[config.mk]
export PLATFORM = sky130hd
export DESIGN_NAME = aud_rmm_ctrl
export DESIGN_NICKNAME = d
export VERILOG_FILES = /design/src/rtl/aud_rmm_ctrl.sv
export SDC_FILE = /design/constraint.sdc
export NUM_CORES = 1
export LEC_CHECK = 0
export ABC_AREA = 1
export CAP_MARGIN = 10
export CORE_MARGIN = 1.5
export CORE_UTILIZATION = 45
export CTS_CLUSTER_SIZE = 12
export DETAILED_ROUTE_END_ITERATION = 7
export PLACE_DENSITY_LB_ADDON = 0.12
export REMOVE_ABC_BUFFERS = 1
export SETUP_SLACK_MARGIN = 0.15
export SLEW_MARGIN = 0
export SYNTH_ARGS = -nofsm -noshare
export SYNTH_HDL_FRONTEND = slang
export SYNTH_SLANG_ARGS = --single-unit
[constraint.sdc]
create_clock -name clk_i -period 2.9 [get_ports clk_i]
set_input_delay 0.29 -clock clk_i [delete_from_list [all_inputs] [get_ports clk_i]]
set_output_delay 0.29 -clock clk_i [all_outputs]
set_load 0.03 [all_outputs]
[src/rtl/aud_rmm_ctrl.sv]
// AUD remote-memory-access master: serialises sync, command, address and write
// data nibbles onto the 4-bit AUD bus, then polls the target and captures read data.
module aud_rmm_ctrl #(
    parameter int ADDR_NIBBLES   = 8,
    parameter int TURN_CYCLES    = 1,
    parameter int TIMEOUT_CYCLES = 1024,
    parameter int TO_W           = 11
) (
    input  logic        clk_i,
    input  logic        rst_ni,
    input  logic        start_i,
    input  logic        we_i,
    input  logic [31:0] addr_i,
    input  logic [31:0] data_i,
    input  logic [1:0]  size_i,
    output logic [31:0] data_o,
    output logic        busy_o,
    output logic        done_o,
    output logic [1:0]  err_code_o,
    input  logic [3:0]  aud_data_i,
    output logic [3:0]  aud_data_o,
    output logic        aud_data_oe_o,
    output logic        aud_nsync_o
);

    // One counter serves address, data, turnaround, poll and capture phases.
    localparam int CNT_W = (TO_W > 4) ? TO_W : 4;

    localparam logic [CNT_W-1:0] ADDR_LAST = CNT_W'(ADDR_NIBBLES - 1);
    localparam logic [CNT_W-1:0] TURN_LAST = CNT_W'(TURN_CYCLES - 1);
    localparam logic [CNT_W-1:0] TO_LAST   = CNT_W'(TIMEOUT_CYCLES - 1);
    localparam logic [CNT_W-1:0] CNT_ONE   = CNT_W'(1);

    localparam logic [1:0] ERR_OK      = 2'b00;
    localparam logic [1:0] ERR_STATUS  = 2'b01;
    localparam logic [1:0] ERR_TIMEOUT = 2'b10;

    typedef enum logic [3:0] {
        S_IDLE,
        S_SYNC,
        S_CMD,
        S_ADDR,
        S_WDATA,
        S_TURN,
        S_WAIT,
        S_RDATA,
        S_DONE
    } state_e;

    state_e            state_q, state_d;
    logic              we_q, we_d;
    logic [31:0]       addr_q, addr_d;
    logic [31:0]       wdata_q, wdata_d;
    logic [1:0]        size_q, size_d;
    logic [CNT_W-1:0]  cnt_q, cnt_d;
    logic [31:0]       rbuf_q, rbuf_d;
    logic [31:0]       data_q, data_d;
    logic [1:0]        err_q, err_d;
    logic [CNT_W-1:0]  nib_last;
    logic [31:0]       cap;

    function automatic logic [3:0] nib_sel(input logic [31:0] word, input logic [2:0] k);
        nib_sel = 4'(word >> {k, 2'b00});
    endfunction

    function automatic logic [3:0] last_nib(input logic [1:0] size);
        last_nib = (4'd1 << size) - 4'd1;
    endfunction

    always_ff @(posedge clk_i or negedge rst_ni) begin
        if (!rst_ni) begin
            state_q <= S_IDLE;
            we_q    <= 1'b0;
            addr_q  <= '0;
            wdata_q <= '0;
            size_q  <= '0;
            cnt_q   <= '0;
            rbuf_q  <= '0;
            data_q  <= '0;
            err_q   <= ERR_OK;
        end else begin
            state_q <= state_d;
            we_q    <= we_d;
            addr_q  <= addr_d;
            wdata_q <= wdata_d;
            size_q  <= size_d;
            cnt_q   <= cnt_d;
            rbuf_q  <= rbuf_d;
            data_q  <= data_d;
            err_q   <= err_d;
        end
    end

    always_comb begin
        state_d       = state_q;
        we_d          = we_q;
        addr_d        = addr_q;
        wdata_d       = wdata_q;
        size_d        = size_q;
        cnt_d         = cnt_q;
        rbuf_d        = rbuf_q;
        data_d        = data_q;
        err_d         = err_q;
        aud_data_o    = 4'h0;
        aud_data_oe_o = 1'b0;
        aud_nsync_o   = 1'b1;
        done_o        = 1'b0;
        nib_last      = CNT_W'(last_nib(size_q));
        cap           = rbuf_q | (32'(aud_data_i) << {cnt_q[2:0], 2'b00});

        unique case (state_q)
            S_IDLE: begin
                if (start_i) begin
                    we_d    = we_i;
                    addr_d  = addr_i;
                    wdata_d = data_i;
                    size_d  = size_i;
                    err_d   = ERR_OK;
                    cnt_d   = '0;
                    rbuf_d  = '0;
                    state_d = S_SYNC;
                end
            end
            S_SYNC: begin
                aud_data_oe_o = 1'b1;
                aud_nsync_o   = 1'b0;
                state_d       = S_CMD;
            end
            S_CMD: begin
                aud_data_oe_o = 1'b1;
                aud_nsync_o   = 1'b0;
                aud_data_o    = {1'b1, we_q, size_q};
                cnt_d         = '0;
                state_d       = S_ADDR;
            end
            S_ADDR: begin
                aud_data_oe_o = 1'b1;
                aud_nsync_o   = 1'b0;
                aud_data_o    = nib_sel(addr_q, cnt_q[2:0]);
                if (cnt_q == ADDR_LAST) begin
                    cnt_d   = '0;
                    state_d = we_q ? S_WDATA : S_TURN;
                end else begin
                    cnt_d = cnt_q + CNT_ONE;
                end
            end
            S_WDATA: begin
                aud_data_oe_o = 1'b1;
                aud_nsync_o   = 1'b0;
                aud_data_o    = nib_sel(wdata_q, cnt_q[2:0]);
                if (cnt_q == nib_last) begin
                    cnt_d   = '0;
                    state_d = S_TURN;
                end else begin
                    cnt_d = cnt_q + CNT_ONE;
                end
            end
            // Bus released; whatever the target drives here is not yet meaningful.
            S_TURN: begin
                aud_nsync_o = 1'b0;
                if (cnt_q == TURN_LAST) begin
                    cnt_d   = '0;
                    state_d = S_WAIT;
                end else begin
                    cnt_d = cnt_q + CNT_ONE;
                end
            end
            // A status error wins over a simultaneous ready indication.
            S_WAIT: begin
                aud_nsync_o = 1'b0;
                if (aud_data_i[3:1] != 3'b000) begin
                    err_d   = ERR_STATUS;
                    state_d = S_DONE;
                end else if (aud_data_i[0]) begin
                    cnt_d   = '0;
                    state_d = we_q ? S_DONE : S_RDATA;
                end else if (cnt_q == TO_LAST) begin
                    err_d   = ERR_TIMEOUT;
                    state_d = S_DONE;
                end else begin
                    cnt_d = cnt_q + CNT_ONE;
                end
            end
            S_RDATA: begin
                rbuf_d = cap;
                if (cnt_q == nib_last) begin
                    data_d  = cap;
                    cnt_d   = '0;
                    state_d = S_DONE;
                end else begin
                    cnt_d = cnt_q + CNT_ONE;
                end
            end
            S_DONE: begin
                done_o  = 1'b1;
                state_d = S_IDLE;
            end
            default: begin
                state_d = S_IDLE;
            end
        endcase
    end

    assign busy_o     = (state_q != S_IDLE);
    assign data_o     = data_q;
    assign err_code_o = err_q;

endmodule

# --- After elaboration in Yosys (flattened, before gate mapping) ---
# Index checks and enable logic that the tools add are counted.
op_classes:
  n_reduce_logical: 16
  add_sub_neg: 2
  shifts: 4
  mux: 30
  n_eq_ne: 21
  bitwise: 1
ops:
  columns: ["operator", "count"]
  rows:
  - ["$mux 11", 7]
  - ["$pmux 11 s6", 1]
  - ["$pmux 32 s2", 1]
  - ["$shr 32x5->4", 2]
  - ["$mux 4", 9]
  - ["$mux 32", 1]
  - ["$or 32x32->32", 1]
  - ["$pmux 4 s8", 1]
  - ["$shl 4x5->32", 1]
  - ["$eq 4x3->1 const B", 4]
  - ["$ne 2x2->1 const B", 6]
  - ["$pmux 4 s3", 1]
  - ["$add 11x1->11 const B", 1]
  - ["$eq 11x10->1 const B", 1]
  - ["$eq 11x3->1 const B", 1]
  - ["$eq 11x4->1", 1]
  - ["$logic_not 11->1", 1]
  - ["$ne 3x3->1 const B", 3]
  - ["$eq 4x2->1 const B", 2]
  - ["$mux 2", 4]
  - ["$reduce_and 4->1", 2]
  - ["$reduce_and 2->1", 3]
  - ["$reduce_and 6->1", 1]
  - ["$reduce_bool 6->1", 1]
  - ["14 further kinds", 18]
word_totals:
  input_bits: 74
  register_bits: 148
  wordCells: 83
  out_inout_bits: 42

# --- Longest topological paths before layout ---
logic_depth:
  depth_word: 5
  ltp_mapped: 12
  depth_no_buf: 11

# --- Worst setup path after synthesis ---
# Ideal clock, no wire load.
synth_timing:
  path_kind: "register to output"
  start: "reg state_q[2]"
  end: "out aud_nsync_o"
  t_arrival_ns: 1.752
  required_ns: 2.610
  n_path_buf: 0
  setup_slack_ns: 0.858
  path_stages_with_launch: 7
  path_cell_list: "dfrtp_1 > inv_2 > nand2_2 > nor2_1 > nor2_1 > nand2_1 > nor3_1"
synth_between:
  elab_chain_cells: 3
  word_cells_on_any_way: 8
  classes_between: "eq/ne (6); mux (1); reduce/logical (1)"
synth_lines:
  columns: ["item", "line_no", "text"]
  rows:
  - ["start, declared", "50", "state_e state_q, state_d;"]
  - ["start signal, assigned", "82", "state_q <= state_d;"]
  - ["$eq 4x3->1, or another cell as far along", "111", "unique case (state_q)"]
  - ["$reduce_or 6->1 (no source line) *", null, null]
  - ["$mux 1 *", "111", null]
  - ["end, declared", "23", "output logic aud_nsync_o"]
# Mark *: on every way between the ends. The rest lies on a longest branch, timed or not.

# --- Worst setup path in the final report ---
layout_timing:
  start: "reg state_q[1]"
  end: "out aud_data_o[0]"
layout_between:
  elab_chain_cells: 2
  word_cells_on_any_way: 4
  classes_between: "eq/ne (3); mux (1)"
layout_lines:
  columns: ["item", "line_no", "text"]
  rows:
  - ["$eq 4x3->1 / $eq 4x2->1 (equally long branches)", "111", null]
  - ["$pmux 4 s3 *", "111", null]
  - ["end, declared", "21", "output logic [3:0] aud_data_o,"]
# Marked as above.

==> impl_metrics.ini <==
[status]
outcome = finished clean

[synth]
synthCells = 880
syn_avg_cell_area_um2 = 8.491
yosysSeqAreaShare_pct = 49.56
ys_seq_elements = 148
syn_area_um2 = 7472
synth_cell_type_count = 27
yosys_warnings = 0

[detailed_routing]
dr_total_vias = 6309
wire_per_inst_um = 15.68
vias_per_cell = 5.171
ant_nets = 0
drt_iter0_markers = 375
drt-total-wl_mm = 19.12
drc = 0
firstDrtPassIters = 7

[finish]
seq_area_um2 = 3704
layout_common_cells = 238 x nand2_1, 148 x dfrtp_1, 107 x clkdlybuf4s50_1
fillers = 1458
area_growth_pct = 25.92
final_common_cell = nand2_1
antennaDiodeCount = 0
instances_no_fill = 1220
nNetsFinal = 1069
multiInputGateArea_um2 = 3222
drive_gt1_share_pct = 13.35
fin_util_pct = 58.59

[sta]
rsz0062_at_grt = no
setup_viol = 0
finalCriticalPeriod_ns = 2.622
drv_slew = 0
timing.final.crit_share_pct = 90.40
whs_ns = 0.4409
fmax_mhz = 381.5
tightest_slew_ns = 1.108
hold_violations = 0
skew_ns = 0.009819
slew_headroom_pct = 26.02

[global_routing]
antenna_found_initial = 0
grt_max_degree = 69
grt-ovfl-total = 0
grt_pass1_wl_mm = 32.20
grt_pass1_vias = 6326
grt_use_total_pct = 23.12

[critical_path]
criticalPathCategory = flop to output port
cp.arrival_ns = 2.33
critPathLaunchType = flop
r2r_end = data_o[12]
path_max_fanout = 15
reg2reg_depth = 8
endpoint_kind = output port
r2r_slack_ns = 0.66
critPathRequiredTime_ns = 2.61
r2r-start = cnt_q[2]

[floorplanning]
ios = 116
start_util_pct = 46.53
dieArea_um2 = 17390
num_rows = 46
die_w_um = 131.9
core_area_um2 = 16060
fp.dieH_um = 131.9

[job]
drv_cap = 0

[pwr]
p_leak_nw = 4.242
ir_drop_uv = 755.1
power_mw = 9.239
powerDensity_nw_per_um2 = 981.9

[clock_network]
htreeDepth = 4
clk_latency_ns = 0.42
numCtsBuffers = 17
cts_tree = built
cts_buffer_depth = 2
postCtsSetupRepairBufs = 0
clkSinkCount = 148
clk_pin_slew_ns = 0.06
cts-root-buf = clkbuf_16

[place]
dp.cells = 1189
io_buffers = 115
place.gp.congestion = 0.8592
dp_hpwl_mm = 13.26

[hold_path]
hp-class = primary input to async pin
cell families (layout without fill, tap and decap cells):
family | Yosys count | after routing | synth area share (%)
adders and majority gates | 2 | 2 | 0.3348
DFF | 148 | 148 | 49.56
AOI/OAI and AO/OA | 135 | 135 | 9.143
xor gates and xnor gates | 1 | 1 | 0.1172
muxes | 51 | 51 | 9.042
and+or+nand+nor | 418 | 418 | 24.31
buffers and inverters | 125 | 249 | 7.485
how the worst max path moves through the flow:
stage | depth (start not counted) | startpoint | slack [ns] | endpoint
6_report | 9 | state_q[1] | 0.28 | aud_data_o[0]
3_5_place_dp | 9 | state_q[1] | 0.46 | aud_data_o[0]
2_1_floorplan | 6 | state_q[1] | -0.49 | rbuf_q[0]
3_3_place_gp | 9 | state_q[1] | 0.58 | aud_data_o[0]
4_1_cts | 9 | state_q[1] | 0.29 | aud_data_o[0]
5_1_grt | 9 | state_q[1] | 0.19 | aud_data_o[0]
final cells by class:
class | count | share of cell area, %
clock buffer | 20 | 4.854
clock inverter | 10 | 1.157
inverter | 82 | 3.271
multi-input combinational | 607 | 34.24
sequential | 148 | 39.36
tap | 216 | 2.872
timing repair buffer | 137 | 14.24
registers in the layout, summed over array words and instances, names as in the netlist:
register    cells
addr_q         32
data_o         32
rbuf_q         32
wdata_q        32
cnt_q          11
state_q         4
err_code_o      2
size_q          2
we_q            1
routing by layer:
metal	share of wire, %	vias up	GRT usage, %
met5	0	-	0
met4	1.9	0	8.519
met3	4.5	25	4.268
met2	48	182	37.78
met1	46	3004	30.75
li1	-	3098	-
metrics by stage:
step | TNS [ns] | setup slack (ns) | instance area [µm²]
floorplan | -19.41 | -0.4864 | 7221
finish | 0 | 0.2785 | 9409
global route | 0 | 0.1895 | 9409
CTS | 0 | 0.2944 | 9409
detailed placement | 0 | 0.4570 | 8826
global placement | 0 | 0.5824 | 8826
worst max-delay path: stages (launching register included):
cell	delay [ns]
dfrtp_1	0.42
nor2_2	0.33
inv_2	0.13
nor2_2	0.09
buf_4	0.22
nor2_1	0.08
inv_1	0.23
nand3_1	0.15
nand2_1	0.10
buf_4	0.16
cell usage after synthesis:
| cell | number | area share [%] |
|---|---|---|
| xor2_1 | 1 | 0.12 |
| buf_4 | 2 | 0.20 |
| nand2_2 | 6 | 0.50 |
| buf_1 | 2 | 0.10 |
| dfrtp_1 | 148 | 50 |
| o211ai_1 | 3 | 0.30 |
| nor2_4 | 4 | 0.60 |
| a21oi_1 | 18 | 1.2 |
| nor3_1 | 5 | 0.33 |
| inv_1 | 78 | 3.9 |
| buf_2 | 18 | 1.2 |
| mux2_4 | 27 | 5.4 |
| nand2_4 | 2 | 0.30 |
| nand4_1 | 7 | 0.59 |
| nor2_1 | 45 | 2.3 |
| clkbuf_1 | 13 | 0.65 |
| nand3_2 | 2 | 0.27 |
| o21ai_1 | 12 | 0.80 |
| o21ai_0 | 102 | 6.8 |
| nand2_1 | 238 | 12 |
| nand3b_1 | 3 | 0.30 |
| mux2_2 | 24 | 3.6 |
| nand3_1 | 100 | 6.7 |
| ha_1 | 2 | 0.33 |
| nor2_2 | 6 | 0.50 |
| buf_6 | 8 | 1.2 |
| inv_2 | 4 | 0.20 |
repair_timing:
item,CTS,global route
endpoints found under the setup margin,4,0
endpoints found under the hold margin,65,0
resized for setup,2,0
hold buffers,1,0
report_power, final:
group          leakage (nW)  internal (mW)  switching, mW  total, mW
registers              1.75           2.76          0.407       3.17
logic                  2.21           1.62           2.34       3.96
clock network         0.277           1.29          0.824       2.12
Power figures use the tool's default switching activity.
